## src/rtl/psum_accum_pkg.sv

```systemverilog
// psum_accum_pkg
//   Shared definitions for the partial-sum accumulator.
//   - FSM state encoding (IDLE / ACCUM / DRAIN)
//   - Default array geometry (columns, lane width, bank depth)
package psum_accum_pkg;

    localparam int COL_DEF     = 8;
    localparam int PSUM_BW_DEF = 16;
    localparam int DEPTH_DEF   = 16;
    localparam int ADDR_BW_DEF = 4;
    localparam int PASS_BW     = 4;

    typedef enum logic [1:0] {
        IDLE  = 2'd0,
        ACCUM = 2'd1,
        DRAIN = 2'd2
    } state_e;

endpackage

```

## src/rtl/psum_accum_bank.sv

```systemverilog
// psum_bank
//   depth x (col*psum_bw) register file holding one pass worth of partial
//   sums. One synchronous write port, two combinational read ports.
//   Ports:
//     clk        - clock
//     we         - write enable
//     waddr      - write address
//     wdata      - write data (full vector)
//     acc_raddr  - accumulate read address   -> acc_rdata
//     drn_raddr  - drain read address        -> drn_rdata
//   No reset: the first accumulation pass always overwrites every live entry.
module psum_bank #(
    parameter int col     = 8,
    parameter int psum_bw = 16,
    parameter int depth   = 16,
    parameter int addr_bw = 4
) (
    input  logic                     clk,
    input  logic                     we,
    input  logic [addr_bw-1:0]       waddr,
    input  logic [col*psum_bw-1:0]   wdata,
    input  logic [addr_bw-1:0]       acc_raddr,
    output logic [col*psum_bw-1:0]   acc_rdata,
    input  logic [addr_bw-1:0]       drn_raddr,
    output logic [col*psum_bw-1:0]   drn_rdata
);

    logic [col*psum_bw-1:0] mem_q [depth];

    always_ff @(posedge clk) begin
        if (we) begin
            mem_q[waddr] <= wdata;
        end
    end

    assign acc_rdata = mem_q[acc_raddr];
    assign drn_rdata = mem_q[drn_raddr];

endmodule

```

## src/rtl/psum_accum.sv

```systemverilog
// psum_accum
//   Accumulates num_pass passes of num_vec output vectors popped from the
//   OFIFO into a local bank, then drains the ReLU'd result downstream.
//   Ports:
//     clk, reset            - clock, synchronous active-high reset
//     start                 - job launch (IDLE only), with num_vec / num_pass
//     in_data/in_valid/in_rd - OFIFO head vector, non-empty flag, pop
//     out_data/out_valid/out_ready - drained result handshake
//     busy                  - not IDLE
//     done                  - pulse on the final output transfer
//
//   state | meaning
//   IDLE  | waiting for a legal start
//   ACCUM | popping OFIFO vectors and summing them into the bank
//   DRAIN | presenting ReLU(bank[out_addr]) until all vectors transfer
module psum_accum
    import psum_accum_pkg::*;
#(
    parameter int col     = COL_DEF,
    parameter int psum_bw = PSUM_BW_DEF,
    parameter int depth   = DEPTH_DEF,
    parameter int addr_bw = ADDR_BW_DEF
) (
    input  logic                     clk,
    input  logic                     reset,
    input  logic                     start,
    input  logic [addr_bw:0]         num_vec,
    input  logic [PASS_BW-1:0]       num_pass,
    input  logic [col*psum_bw-1:0]   in_data,
    input  logic                     in_valid,
    output logic                     in_rd,
    output logic [col*psum_bw-1:0]   out_data,
    output logic                     out_valid,
    input  logic                     out_ready,
    output logic                     busy,
    output logic                     done
);

    localparam int NV_W = addr_bw + 1;

    state_e               state_q, state_d;
    logic [addr_bw-1:0]   addr_q, addr_d;
    logic [PASS_BW-1:0]   pass_q, pass_d;
    logic [addr_bw-1:0]   out_addr_q, out_addr_d;
    logic [NV_W-1:0]      num_vec_q, num_vec_d;
    logic [PASS_BW-1:0]   num_pass_q, num_pass_d;

    logic                 start_ok;
    logic                 last_addr, last_pass, last_out;
    logic [col*psum_bw-1:0] acc_rdata, drn_rdata, wr_data;

    assign start_ok  = start && (num_vec != '0) && (num_vec <= NV_W'(depth))
                       && (num_pass != '0);
    assign last_addr = ({1'b0, addr_q} == (num_vec_q - NV_W'(1)));
    assign last_pass = (pass_q == (num_pass_q - PASS_BW'(1)));
    assign last_out  = ({1'b0, out_addr_q} == (num_vec_q - NV_W'(1)));

    // Outputs are masked during reset so an aborted job cannot pop or emit
    // in the reset cycle itself.
    assign in_rd     = !reset && (state_q == ACCUM) && in_valid;
    assign out_valid = !reset && (state_q == DRAIN);
    assign busy      = !reset && (state_q != IDLE);
    assign done      = out_valid && out_ready && last_out;

    always_comb begin
        state_d    = state_q;
        addr_d     = addr_q;
        pass_d     = pass_q;
        out_addr_d = out_addr_q;
        num_vec_d  = num_vec_q;
        num_pass_d = num_pass_q;
        case (state_q)
            IDLE: begin
                if (start_ok) begin
                    state_d    = ACCUM;
                    addr_d     = '0;
                    pass_d     = '0;
                    out_addr_d = '0;
                    num_vec_d  = num_vec;
                    num_pass_d = num_pass;
                end
            end
            ACCUM: begin
                if (in_valid) begin
                    if (last_addr) begin
                        addr_d = '0;
                        pass_d = pass_q + PASS_BW'(1);
                        if (last_pass) begin
                            state_d = DRAIN;
                        end
                    end else begin
                        addr_d = addr_q + addr_bw'(1);
                    end
                end
            end
            DRAIN: begin
                if (out_ready) begin
                    out_addr_d = out_addr_q + addr_bw'(1);
                    if (last_out) begin
                        state_d = IDLE;
                    end
                end
            end
            default: state_d = IDLE;
        endcase
    end

    always_ff @(posedge clk) begin
        if (reset) begin
            state_q    <= IDLE;
            addr_q     <= '0;
            pass_q     <= '0;
            out_addr_q <= '0;
            num_vec_q  <= '0;
            num_pass_q <= '0;
        end else begin
            state_q    <= state_d;
            addr_q     <= addr_d;
            pass_q     <= pass_d;
            out_addr_q <= out_addr_d;
            num_vec_q  <= num_vec_d;
            num_pass_q <= num_pass_d;
        end
    end

    // Pass 0 overwrites so stale bank contents never leak into a new job;
    // later passes add lane-wise with natural two's-complement wrap.
    always_comb begin
        wr_data = '0;
        for (int k = 0; k < col; k++) begin
            if (pass_q == '0) begin
                wr_data[k*psum_bw +: psum_bw] = in_data[k*psum_bw +: psum_bw];
            end else begin
                wr_data[k*psum_bw +: psum_bw] = acc_rdata[k*psum_bw +: psum_bw]
                                              + in_data[k*psum_bw +: psum_bw];
            end
        end
    end

    always_comb begin
        out_data = '0;
        for (int k = 0; k < col; k++) begin
            if (!drn_rdata[k*psum_bw + psum_bw - 1]) begin
                out_data[k*psum_bw +: psum_bw] = drn_rdata[k*psum_bw +: psum_bw];
            end
        end
    end

    psum_bank #(
        .col     (col),
        .psum_bw (psum_bw),
        .depth   (depth),
        .addr_bw (addr_bw)
    ) u_bank (
        .clk       (clk),
        .we        (in_rd),
        .waddr     (addr_q),
        .wdata     (wr_data),
        .acc_raddr (addr_q),
        .acc_rdata (acc_rdata),
        .drn_raddr (out_addr_q),
        .drn_rdata (drn_rdata)
    );

endmodule

```

## config.mk

```make
export PLATFORM = sky130hd
export DESIGN_NAME = psum_accum
export DESIGN_NICKNAME = d
export VERILOG_FILES = /design/src/rtl/psum_accum_pkg.sv /design/src/rtl/psum_accum_bank.sv /design/src/rtl/psum_accum.sv
export SDC_FILE = /design/constraint.sdc
export NUM_CORES = 2
export LEC_CHECK = 0
export BUFFER_PORTS_ARGS = -buffer_cell sky130_fd_sc_hd__clkbuf_2
export CAP_MARGIN = 20
export CORE_ASPECT_RATIO = 1.75
export CORE_MARGIN = 1
export CORE_UTILIZATION = 67
export CTS_BUF_LIST = sky130_fd_sc_hd__clkbuf_8
export CTS_CLUSTER_DIAMETER = 200
export DETAILED_ROUTE_END_ITERATION = 6
export PLACE_DENSITY_LB_ADDON = 0.25
export SETUP_SLACK_MARGIN = 0.1
export SYNTH_ARGS = -nofsm -noshare
export SYNTH_HDL_FRONTEND = slang
export SYNTH_SLANG_ARGS = --single-unit
```

## constraint.sdc

```tcl
create_clock -name clk -period 28.9 [get_ports clk]
set_input_delay 4.335 -clock clk [delete_from_list [all_inputs] [get_ports clk]]
set_output_delay 4.335 -clock clk [all_outputs]
set_load 0.1 [all_outputs]
```

* Word-level counts from Yosys, hierarchy flattened
Memory sizes are Yosys's and may differ from the RTL's. A register that Yosys moved wholly into a read port is not among the register bits.
Cells that the tools add are included.
** Operators by class
- $add $sub $neg :: 13
- Order comparisons :: 1
- Equal/unequal tests :: 11
- Muxes and demuxes :: 38
- Reductions and logical operators :: 22
** Operators with widths (number)
- $add 16x16->16 :: 8
- $mux 16 :: 8
- $mux 15 :: 8
- $mux 4 :: 10
- $pmux 4 s2 :: 3
- $add 4x1->4 const B :: 3
- $mux 2 :: 6
- $ne 2x2->1 const B :: 6
- $eq 4x5->1 :: 2
- $logic_and 1x1->1 :: 9
- $pmux 2 s3 :: 1
- $reduce_and 3->1 :: 2
- $reduce_and 6->1 :: 1
- $reduce_bool 2->1 :: 3
- $le 5x5->1 const B :: 1
- $reduce_bool 5->1 :: 1
- $sub 5x1->5 const B :: 1
- $eq 4x4->1 :: 1
- $logic_not 4->1 :: 1
- $reduce_and 4->1 :: 1
- $reduce_bool 4->1 :: 1
- $sub 4x1->4 const B :: 1
- $eq 2x1->1 const B :: 1
- $eq 2x2->1 const B :: 1
- other kinds (4) :: 5
** Storage, ports and cells
- Flip-flop bits (word level) :: 23
- Memory bits (writable) :: 2048
- Logic and storage cells :: 92
- Memories :: 1
** Memory list
- u_bank.mem_q :: words 16, bits a word 128, read ports 2, clocked after memory_dff 2, wr ports 1, line psum_accum_bank.sv:28 : logic [col*psum_bw-1:0] mem_q [depth];

* Longest topological paths before layout
- Depth in word-level cells :: 8
- Mapped depth :: 18
- Mapped depth without buffers :: 14

* Cells and area by module
Synthesis repeated with hierarchy kept, for this count alone.
** Unflattened totals
- Cells, all modules :: 5225
- Area, all modules :: 101386.0 sq um
** Modules (own cells, without submodules)
- psum_bank :: instances 1, cells each 3914, area each 92648.9 sq um
- psum_accum :: instances 1, cells each 1311, area each 8737.1 sq um

* Least setup slack after synthesis
No wires, ideal clock.
- Kind :: input to register
- Start :: input reset
- End :: memory u_bank.mem_q[0][0] (netlist name) (enable)
- Library setup time :: 0.771 ns
- Data arrival time :: 15.925 ns
- Required time :: 28.129 ns
- Slack :: 12.205 ns
- Cell stages on the path :: 4
- Buffers on the path :: 1
- Path through :: clkbuf_1 nor3_1 nand2_1 nor3_1
** Between the ends
- Cells in the longest elaborated chain, start to end :: 5
** RTL lines
- start, declared :: line psum_accum.sv:25 : input logic reset,
- $logic_not 1->1 :: line psum_accum.sv:60 : assign in_rd = !reset && (state_q == ACCUM) && in_valid;
- $logic_and 1x1->1 (2 in series) :: line psum_accum.sv:60
- via in_rd :: line psum_accum.sv:31 : output logic in_rd,
- $mux 1 :: line psum_accum_bank.sv:31 : if (we) begin
- $mux 1 (not written as such) :: line psum_accum_bank.sv:32 : mem_q[waddr] <= wdata;
- end, declared :: line psum_accum_bank.sv:28
The timed path passes the listed nets, and every way through them passes these cells.

==> results.json <==
{
  "start_util_pct": 67.57,
  "crit_cells": 7,
  "async_reset_ff_share_pct": 0,
  "coreArea_mm2": 0.1498,
  "r2r_cells": 12,
  "ant_nets": 0,
  "cts_resized": 0,
  "post_drt_wl_per_cell_um": 34.42,
  "synth_area_mm2": 0.1012,
  "post_cts_buffers": 0,
  "report.final.slew_viol_count": 0,
  "critical_path_class": "reg2out",
  "final_core_util_pct": 73.59,
  "cts_hold_buf": 0,
  "path_clk_slew_ps": 60,
  "drt_iter0_markers": 6733,
  "cts_num_sinks": 2079,
  "syn_inst": 5039,
  "pwr_density_cell_mw_per_mm2": 57.00,
  "die-width_um": 295.9,
  "numCtsBuffers": 299,
  "final_nets": 5730,
  "firstDrtPassIters": 7,
  "fmax_ghz": 0.09304,
  "areaGrowthSynthToFinish_pct": 8.910,
  "skew_ps": 57.23,
  "max-vdd-ir-drop_mv": 0.06057,
  "p_int_mw": 4.746,
  "cts-root-buf": "clkbuf_8",
  "finalHoldViolations": 0,
  "grt_max_degree": 119,
  "post-dp-hpwl_mm": 152.2,
  "die_y_um": 516.2,
  "synth_seq_cells": 2079,
  "required_ps": 24570,
  "antenna_found_initial": 17,
  "numPortBuffers": 265,
  "critPathLaunchType": "flop",
  "worst_pin_slew_ps": 1208,
  "combPwrFrac_pct": 10.7,
  "synth_fa_ha_area_share_pct": 1.752,
  "fin_crit_sh_pct": 37.19,
  "routed_wl_mm": 264.4,
  "drc": 2,
  "synth_compound_area_share_pct": 2.970,
  "critPathMaxFanout": 108,
  "vias": 57150,
  "fin_cells": 7682,
  "ys_types": 59,
  "grt_pass1_wl_mm": 385.9,
  "yosys.area_share.simple_pct": 2.678,
  "p_sw_share_pct": 24.48,
  "layout-drive-gt1-share_pct": 37.13,
  "num_rows": 188,
  "synth_edf_count": 2048,
  "syn_avg_cell_area_um2": 20.09,
  "synth_top_family_by_area": "multiplexers",
  "design_area_mm2": 0.1103,
  "nFillCells": 8487,
  "crit_family": "buffers and inverters",
  "synth-xor-area-share_pct": 1.043,
  "cp_num_buf_inv": 4,
  "ios": 274,
  "clock_path_buffers": 4,
  "gp_congestion": 0.8491,
  "placedCellCount": 7115,
  "worst_slack_ps": 18150,
  "yosys.area.top_type": "edfxtp_1",
  "min_path_cells": 2,
  "vias_per_cell": 7.440,
  "track_usage_pct": 35.46,
  "whs_ps": 535.4,
  "critPathCaptureType": "output port",
  "total_power_mw": 6.285,
  "synth_area_leaders": "edfxtp_1 61%, mux4_2 28%, ha_1 1.6%",
  "clkPwrFrac_pct": 34.6,
  "cpPeakStageDelay_ps": 950,
  "power_frac_seq_pct": 54.7,
  "worst_hold_path_type": "reg2reg",
  "cts_tree": "yes",
  "power_switching_mw": 1.538,
  "finalSetupTns_ps": 0,
  "grt-ovfl-total": 0,
  "muxShareOfSynthArea_pct": 28.07,
  "status": "finished, violations left",
  "clock_latency_ps": 930,
  "yosysWarnings": 0,
  "placed_area_mm2": 0.1046,
  "die-area_mm2": 0.1527,
  "yosysSeqAreaShare_pct": 61.36,
  "ys.flop_type": "edfxtp_1",
  "cp_cell_sequence": "buf_12 > buf_4 > buf_4 > mux4_2 > mux4_2 > nor2b_1 > clkbuf_2",
  "slowest_stage": "dfxtp_4",
  "setup_violations": 0,
  "p_leak_nw": 34.05,
  "min_period_ps": 10750,
  "max_cap_violations": 0,
  "violations": "DRC",
  "dp_slack_ps": 18790,
  "rsz0062_at_grt": "false",
  "grt_pass1_vias": 59820,
  "final_common_cell": "edfxtp_1",
  "htreeDepth": 5,
  "final_cell_mix": "2048 x edfxtp_1, 1240 x mux4_2, 306 x clkbuf_8, 265 x clkbuf_2, 169 x buf_4",
  "slew_headroom_pct": 19.48,
  "crit_arrival_ps": 6410,
  "synth_top_area_share_pct": 60.74
}
registers in the layout (all words and copies together) (netlist names), named ones only:
signal        count
out_addr_q        4
addr_q            4
num_pass_q        4
num_vec_q         5
pass_q            4
u_bank.mem_q   2048
state_q           2
path summary, 6_finish.rpt:
path                                    start                   end  slack [ps]
worst max-delay path                     flop          out_data[14]       18150
worst min-delay path            num_pass_q[1]         num_pass_q[1]         540
worst max register to register           flop  u_bank.mem_q[12][95]       21430
worst min register to register  num_pass_q[1]         num_pass_q[1]         540
area by class of cell:
type	instances	area [µm²]	area share, %
clock inverters	217	1155	1.047
clock buffers	305	4198	3.807
repair buffers	450	2900	2.630
flip-flops and latches	2079	62150	56.36
multi-input cells	2573	37150	33.69
diodes	15	37.54	0.03404
inverters	48	180.2	0.1634
well taps	1995	2496	2.264
Yosys cell counts (all sizes together) (19+ instances only):
cell type / instances
a21oi: 162
a21o: 31
xnor2: 59
nor2b: 153
a211oi: 66
buf: 200
xor2: 59
nand2b: 34
nor3: 30
inv: 48
o21ai: 92
mux2i: 48
dfxtp: 31
edfxtp: 2048
nand3: 22
o31ai: 21
ha: 129
nor2: 141
o21a: 22
nand2: 120
a21boi: 19
mux4: 1240
clkbuf: 146
power groups by stage:
stage / Sequential (mW) / Clock (mW) / Combinational (mW)
6_report: 3.44 / 2.18 / 0.671
5_1_grt: 3.44 / 2.31 / 0.721
4_1_cts: 3.44 / 2.19 / 0.657
3_5_place_dp: 3.50 / 0 / 0.655
3_3_place_gp: 3.50 / 0 / 0.632
2_1_floorplan: 3.50 / 0 / 0.479
worst register-to-register path, delay by kind of cell (launching register included):
kind                       cells  cell delay [ps]
AOI/OAI and AO/OA              3             1250
buffers and inverters          3             2280
muxes                          3             1300
adders and majority gates      1              410
DFF                            1              860
and+or+nand+nor                1              180
xor gates and xnor gates       1              830
per-layer routing:
layer	routed length (µm)	vias up	track usage [%]
met5	161	-	0
met4	12610	24	16.62
met2	137900	3823	59.91
met3	26950	754	6.699
met1	86790	29950	44.71
li1	-	22600	-
kinds of logic (layout without fill, tap and decap cells):
kind of cell | Yosys count | count (layout)
flip-flops | 2079 | 2079
multiplexers | 1289 | 1289
AND/OR/NAND/NOR | 546 | 546
AO/OA/AOI/OAI | 474 | 474
buffers and inverters | 394 | 1020
adder cells (fa/ha/maj) | 137 | 137
XOR/XNOR | 119 | 119
other | 1 | 23
(Power assumes the default switching activity.)
